==> src/rtl/mem_request_queue_pkg.sv <==
// mem_request_queue_pkg
// Shared constants and helpers for the memory request queue.
//   ADDR_W_DEF / DATA_W_DEF : default address and write-data widths
//                             (match the memory controller)
//   CNT_W                   : width of the outstanding-request counters
//   credit_next()           : next value of an outstanding-request counter
package mem_request_queue_pkg;

    localparam int ADDR_W_DEF = 16;
    localparam int DATA_W_DEF = 16;
    localparam int CNT_W      = 8;

    // An issue takes a credit and an ack returns one. When both happen in
    // the same cycle they cancel. An ack with nothing outstanding is ignored
    // here; the caller flags it.
    function automatic logic [CNT_W-1:0] credit_next(
        input logic [CNT_W-1:0] cnt,
        input logic             issue,
        input logic             ack
    );
        logic [CNT_W-1:0] r;
        r = cnt;
        case ({issue, ack})
            2'b10:   r = cnt + CNT_W'(1);
            2'b01:   r = (cnt == '0) ? cnt : cnt - CNT_W'(1);
            default: r = cnt;
        endcase
        return r;
    endfunction

endpackage

==> src/rtl/mem_request_queue_fifo.sv <==
// req_fifo
// Synchronous FIFO with an asynchronous active-high reset, used for both
// request channels.
// Ports:
//   clk, reset  : clock, async active-high reset (empties the FIFO)
//   push, din   : write din at the tail; ignored while full
//   pop         : drop the head entry; ignored while empty
//   head        : current head entry (valid while !empty)
//   full, empty : status derived from the registered pointers
//   empty_next  : empty as it will be after the coming clock edge
module req_fifo #(
    parameter int WIDTH = 32,
    parameter int DEPTH = 4
) (
    input  logic             clk,
    input  logic             reset,
    input  logic             push,
    input  logic             pop,
    input  logic [WIDTH-1:0] din,
    output logic [WIDTH-1:0] head,
    output logic             full,
    output logic             empty,
    output logic             empty_next
);

    localparam int AW = $clog2(DEPTH);
    localparam int PW = AW + 1;

    // Pointers carry one extra wrap bit: same index with different wrap
    // bits means full, identical pointers mean empty.
    logic [PW-1:0]    wr_ptr, rd_ptr;
    logic [PW-1:0]    wr_ptr_n, rd_ptr_n;
    logic [WIDTH-1:0] mem [DEPTH];
    logic             do_push, do_pop;

    assign full  = (wr_ptr[AW] != rd_ptr[AW]) &&
                   (wr_ptr[AW-1:0] == rd_ptr[AW-1:0]);
    assign empty = (wr_ptr == rd_ptr);

    assign do_push = push && !full;
    assign do_pop  = pop && !empty;

    assign wr_ptr_n   = do_push ? wr_ptr + PW'(1) : wr_ptr;
    assign rd_ptr_n   = do_pop  ? rd_ptr + PW'(1) : rd_ptr;
    assign empty_next = (wr_ptr_n == rd_ptr_n);

    assign head = mem[rd_ptr[AW-1:0]];

    always_ff @(posedge clk or posedge reset) begin
        if (reset) begin
            wr_ptr <= '0;
            rd_ptr <= '0;
        end else begin
            wr_ptr <= wr_ptr_n;
            rd_ptr <= rd_ptr_n;
        end
    end

    // Storage needs no reset: entries are only read between push and pop.
    always_ff @(posedge clk) begin
        if (do_push) begin
            mem[wr_ptr[AW-1:0]] <= din;
        end
    end

endmodule

==> src/rtl/mem_request_queue.sv <==
// mem_request_queue
// Issue stage in front of the memory controller. Client read and write
// requests are buffered in two independent FIFOs and issued to the
// controller one per cycle. Each channel is limited to MAX_OUT requests
// in flight, tracked by a credit counter that the controller's completion
// acks decrement.
// Ports:
//   clk, reset                        : clock, async active-high reset
//   req_wr_valid/ready/address/data   : client write request channel
//   req_rd_valid/ready/address        : client read request channel
//   wr_en, wr_address, wr_data        : write issue to controller (1-cycle strobe)
//   wr_ret_ack                        : controller write completion
//   rd_en, rd_address                 : read issue to controller (1-cycle strobe)
//   rd_ret_ack                        : controller read completion
//   wr_outstanding, rd_outstanding    : in-flight request counts
//   idle                              : both FIFOs empty, both counts zero
//   err_spurious_ack                  : sticky, an ack arrived with count zero
//
// Handshake: a client request transfers on a rising edge where valid and
// ready are both high. ready depends only on registered state (FIFO not
// full), never on valid or on a same-cycle pop. The client holds valid and
// its payload stable until the transfer happens.
module mem_request_queue
    import mem_request_queue_pkg::*;
#(
    parameter int ADDR_W  = ADDR_W_DEF,
    parameter int DATA_W  = DATA_W_DEF,
    parameter int DEPTH   = 4,
    parameter int MAX_OUT = 2
) (
    input  logic              clk,
    input  logic              reset,
    input  logic              req_wr_valid,
    output logic              req_wr_ready,
    input  logic [ADDR_W-1:0] req_wr_address,
    input  logic [DATA_W-1:0] req_wr_data,
    input  logic              req_rd_valid,
    output logic              req_rd_ready,
    input  logic [ADDR_W-1:0] req_rd_address,
    output logic              wr_en,
    output logic [ADDR_W-1:0] wr_address,
    output logic [DATA_W-1:0] wr_data,
    input  logic              wr_ret_ack,
    output logic              rd_en,
    output logic [ADDR_W-1:0] rd_address,
    input  logic              rd_ret_ack,
    output logic [CNT_W-1:0]  wr_outstanding,
    output logic [CNT_W-1:0]  rd_outstanding,
    output logic              idle,
    output logic              err_spurious_ack
);

    localparam logic [CNT_W-1:0] MAX_CNT = CNT_W'(MAX_OUT);

    logic [ADDR_W+DATA_W-1:0] wr_head;
    logic [ADDR_W-1:0]        rd_head;
    logic                     wr_full, wr_empty, wr_empty_next;
    logic                     rd_full, rd_empty, rd_empty_next;
    logic                     wr_issue, rd_issue;
    logic [CNT_W-1:0]         wr_cnt_next, rd_cnt_next;
    logic                     wr_spurious, rd_spurious;

    assign req_wr_ready = !wr_full;
    assign req_rd_ready = !rd_full;

    // Issue uses the registered count, so an ack frees its credit only
    // from the following cycle.
    assign wr_issue = !wr_empty && (wr_outstanding < MAX_CNT);
    assign rd_issue = !rd_empty && (rd_outstanding < MAX_CNT);

    assign wr_cnt_next = credit_next(wr_outstanding, wr_issue, wr_ret_ack);
    assign rd_cnt_next = credit_next(rd_outstanding, rd_issue, rd_ret_ack);

    assign err_spurious_ack = wr_spurious || rd_spurious;

    req_fifo #(
        .WIDTH (ADDR_W + DATA_W),
        .DEPTH (DEPTH)
    ) u_wr_fifo (
        .clk        (clk),
        .reset      (reset),
        .push       (req_wr_valid),
        .pop        (wr_issue),
        .din        ({req_wr_address, req_wr_data}),
        .head       (wr_head),
        .full       (wr_full),
        .empty      (wr_empty),
        .empty_next (wr_empty_next)
    );

    req_fifo #(
        .WIDTH (ADDR_W),
        .DEPTH (DEPTH)
    ) u_rd_fifo (
        .clk        (clk),
        .reset      (reset),
        .push       (req_rd_valid),
        .pop        (rd_issue),
        .din        (req_rd_address),
        .head       (rd_head),
        .full       (rd_full),
        .empty      (rd_empty),
        .empty_next (rd_empty_next)
    );

    // Write channel: issue register and credit counter.
    always_ff @(posedge clk or posedge reset) begin
        if (reset) begin
            wr_en          <= 1'b0;
            wr_address     <= '0;
            wr_data        <= '0;
            wr_outstanding <= '0;
            wr_spurious    <= 1'b0;
        end else begin
            wr_en          <= wr_issue;
            wr_outstanding <= wr_cnt_next;
            if (wr_issue) begin
                {wr_address, wr_data} <= wr_head;
            end
            if (wr_ret_ack && !wr_issue && (wr_outstanding == '0)) begin
                wr_spurious <= 1'b1;
            end
        end
    end

    // Read channel: issue register and credit counter.
    always_ff @(posedge clk or posedge reset) begin
        if (reset) begin
            rd_en          <= 1'b0;
            rd_address     <= '0;
            rd_outstanding <= '0;
            rd_spurious    <= 1'b0;
        end else begin
            rd_en          <= rd_issue;
            rd_outstanding <= rd_cnt_next;
            if (rd_issue) begin
                rd_address <= rd_head;
            end
            if (rd_ret_ack && !rd_issue && (rd_outstanding == '0)) begin
                rd_spurious <= 1'b1;
            end
        end
    end

    // idle is built from next-state values so that, once registered, it
    // describes the state that exists after each edge.
    always_ff @(posedge clk or posedge reset) begin
        if (reset) begin
            idle <= 1'b1;
        end else begin
            idle <= wr_empty_next && rd_empty_next &&
                    (wr_cnt_next == '0) && (rd_cnt_next == '0);
        end
    end

endmodule

==> config.mk <==
export PLATFORM = sky130hd
export DESIGN_NAME = mem_request_queue
export DESIGN_NICKNAME = d
export VERILOG_FILES = /design/src/rtl/mem_request_queue_pkg.sv /design/src/rtl/mem_request_queue_fifo.sv /design/src/rtl/mem_request_queue.sv
export SDC_FILE = /design/constraint.sdc
export NUM_CORES = 1
export LEC_CHECK = 0
export BUFFER_PORTS_ARGS = -buffer_cell sky130_fd_sc_hd__buf_4
export CAP_MARGIN = 0
export CORE_ASPECT_RATIO = 0.9
export CORE_MARGIN = 1.5
export CORE_UTILIZATION = 65
export CTS_BUF_LIST = sky130_fd_sc_hd__clkbuf_4 sky130_fd_sc_hd__clkbuf_8
export CTS_CLUSTER_SIZE = 8
export DETAILED_ROUTE_END_ITERATION = 6
export GPL_ROUTABILITY_DRIVEN = 0
export PLACE_DENSITY = 0.91
export SYNTH_ARGS = -nofsm -noshare
export SYNTH_HDL_FRONTEND = slang
export SYNTH_SLANG_ARGS = --single-unit
==> constraint.sdc <==
create_clock -name clk -period 5.59 [get_ports clk]
set_input_delay 1.118 -clock clk [delete_from_list [all_inputs] [get_ports clk]]
set_output_delay 1.118 -clock clk [all_outputs]
set_load 0.01 [all_outputs]
==> reports/summary.txt <==
status -> completed
DRC Markers -> 0
share of layout cells above drive strength 1 -> 40.3%
CP Capture Type -> flip-flop
Synth warnings -> 0
sequential group share of total power -> 40.8%
DIE AREA -> 18100 um2
clk_lat worst skew -> 540 ps
Core ar. -> 16900 um2
H-Tree Depth -> 2
Ports -> 124
switching part of the total -> 33.5%
maxcap violations -> 0
largest net degree at the start of global routing -> 56
CP Launch Type -> flip-flop
vias in the first global route -> 6756
# fillers -> 917
Main synth FF type -> edfxtp_1
CTS Buf Count -> 43
DRC marker count from the first detailed-route iteration -> 485
PostCTS Resize Cnt -> 0
Post-CTS Setup Repair Bufs -> 0
crit path max fanout -> 21
crit path DAT -> 4390 ps
Root Driver -> clkbuf_8
DR vias/cell -> 6.23
Mapped Area -> 11300 um2
clock skew -> 22.8 ps
internal power -> 5180 uW
Final nets -> 865
P per Cell Area -> 587 nW/um2
worst hold path type -> reg -> reg
CTS tree -> built
row count -> 45
Routed Wire Length -> 23000 um
net switching power -> 2610 uW
final worst path period share -> 70.1%
Crit Path Class -> reg -> reg
final hold vios -> 0
clk sinks -> 273
Synth cell types -> 70
Area Overhead vs Synth -> 17.8%
Final Core Density -> 78.6%
Clock Power Share -> 21.8%
count of final setup violators -> 0
grt ovf -> 0
Die Wd -> 142 um
DRT antenna net count -> 0
Max Fclk -> 255 MHz
Diodes inserted -> 0
RSZ-0062 raised after global routing -> no
Post-DP HPWL -> 14400 um
commonest non-fill, non-tap cell in the layout -> edfxtp_1
Max Buffers Root-to-Sink -> 3
router iterations before antenna repair -> 5
initial antenna violation count -> 0
PortBufs -> 123
most frequent cells in the layout -> edfxtp_1, buf_4, dfrtp_1
Rel. slew slack -> 32.8%
syn avg cell area -> 17.5 um2
Final WS setup -> 1670 ps
Post-Syn Nets -> 719
worst vdd rail ir drop -> 0.000367 V
Hold-fix buffers, CTS -> 0
minimum clock period -> 3920 ps
fin. max-slew vios -> 0
worst-margin pin slew -> 1010 ps
number of synthesized register bits -> 273
Starting Density -> 66.7%
Overall Global Routing Usage -> 26.4%
Seq/Total Area, Yosys -> 69.2%
sum of negative setup slack -> 0 ps
static leakage -> 0.00503 uW
first-pass GRT wire length -> 36200 um
number of flops mapped to enable cells by yosys -> 192
critical path required time -> 6070 ps
pre-CTS WS -> 1700 ps
post-DR wirelength/cell -> 22.2 um
combinational power share -> 37.4%
ys async rst share -> 29.7%
Vias -> 6463
clk slew on worst S/H paths -> 70 ps
Overall Power -> 7790 uW
Die Height -> 128 um
number of cells produced by synthesis -> 645
-- cells by family (layout without fill, tap and decap cells) --
logic type	Yosys count	count (layout)	share of synthesized area [%]
AO/OA/AOI/OAI	73	73	4.71
XOR/XNOR	16	16	1.43
adder cells (fa/ha/maj)	20	20	2.22
buffers and inverters	53	234	2.01
flip-flops	273	273	69.2
multiplexers	100	100	14.8
AND/OR/NAND/NOR	110	110	5.70
-- power groups by stage --
stage | logic [uW] | clock network, uW | registers (uW)
after global routing | 3150 | 1830 | 3230
after detailed placement | 2900 | 0 | 3200
after floorplan | 1930 | 0 | 3170
after global placement | 2760 | 0 | 3140
after CTS | 2920 | 1740 | 3170
final | 2910 | 1700 | 3180
-- final cells by class --
cell class	count	area (um2)	share of cell area, %
Tap cell	211	264	1.99
Clock inverter	4	27.5	0.207
Timing Repair Buffer	130	976	7.35
Multi-Input combinational cell	319	3250	24.5
Inverter	24	91.3	0.688
Clock buffer	76	865	6.51
Sequential cell	273	7800	58.7
-- sequential cells by signal, summed over array words and instances (netlist names), 8 cells and up --
name	count
u_wr_fifo.mem	128
wr_data	16
rd_outstanding	8
u_rd_fifo.mem	64
wr_outstanding	8
rd_address	16
wr_address	16
-- worst max-delay path, cell delays in order, from the launching register on --
cell,delay [ps]
dfrtp_1,330
buf_4,360
xor2_1,190
nor3_1,370
nor2_1,70
buf_4,230
ha_1,570
clkinv_1,350
nand3_1,150
a21oi_1,80
a211o_1,290
nand4b_1,160
or4_1,500
nor3_2,190
-- synth_stat cells (3+ instances only) --
master,count,area share (%)
xor2_1,9,0.70
and3_1,4,0.22
and2_1,8,0.44
mux4_2,48,9.6
edfxtp_1,192,51
a22oi_1,3,0.20
or2_2,3,0.17
nand3_1,12,0.53
o21a_1,3,0.20
o31a_1,3,0.23
a31oi_1,3,0.17
or4_1,4,0.27
o21ai_0,13,0.58
o2111ai_1,3,0.23
inv_1,23,0.77
dfrtp_1,80,18
or3_1,6,0.33
o211ai_1,5,0.33
nor2_1,13,0.43
xnor2_1,5,0.39
nor4_1,5,0.28
buf_4,3,0.20
buf_1,4,0.13
nor3_1,7,0.31
mux2_2,48,4.8
nand2_1,22,0.73
nor3b_1,4,0.27
a21oi_1,13,0.58
ha_1,20,2.2
buf_2,7,0.31
o221ai_1,3,0.23
clkbuf_1,14,0.47
nand4_1,7,0.39
-- final timing paths --
check                               startpoint                  end  slack [ps]  depth (start not counted)
min reg2reg                        rd_spurious          rd_spurious         480                          1
max in group asynchronous                reset  u_wr_fifo.rd_ptr[0]        3830                          3
min in group asynchronous                reset    wr_outstanding[3]         780                          2
max                        u_rd_fifo.rd_ptr[0]                 idle        1670                         13
min                                rd_spurious          rd_spurious         480                          1
max reg2reg                u_rd_fifo.rd_ptr[0]                 idle        1670                         13
-- routing by layer --
metal,wire length (um),GRT usage (%)
met5,0,0
met2,11800,44.7
met4,523,8.91
met3,2110,7.25
met1,8570,33.5
-- metrics by stage --
stage,instance area [um2],hold slack [ps],std cells
2_1_floorplan,11300,433,645
3_3_place_gp,12400,468,957
3_5_place_dp,12400,461,957
4_1_cts,13300,480,1037
5_1_grt,13300,500,1037
6_report,13300,481,1037
No activity file was read; power rests on OpenSTA's default activity.
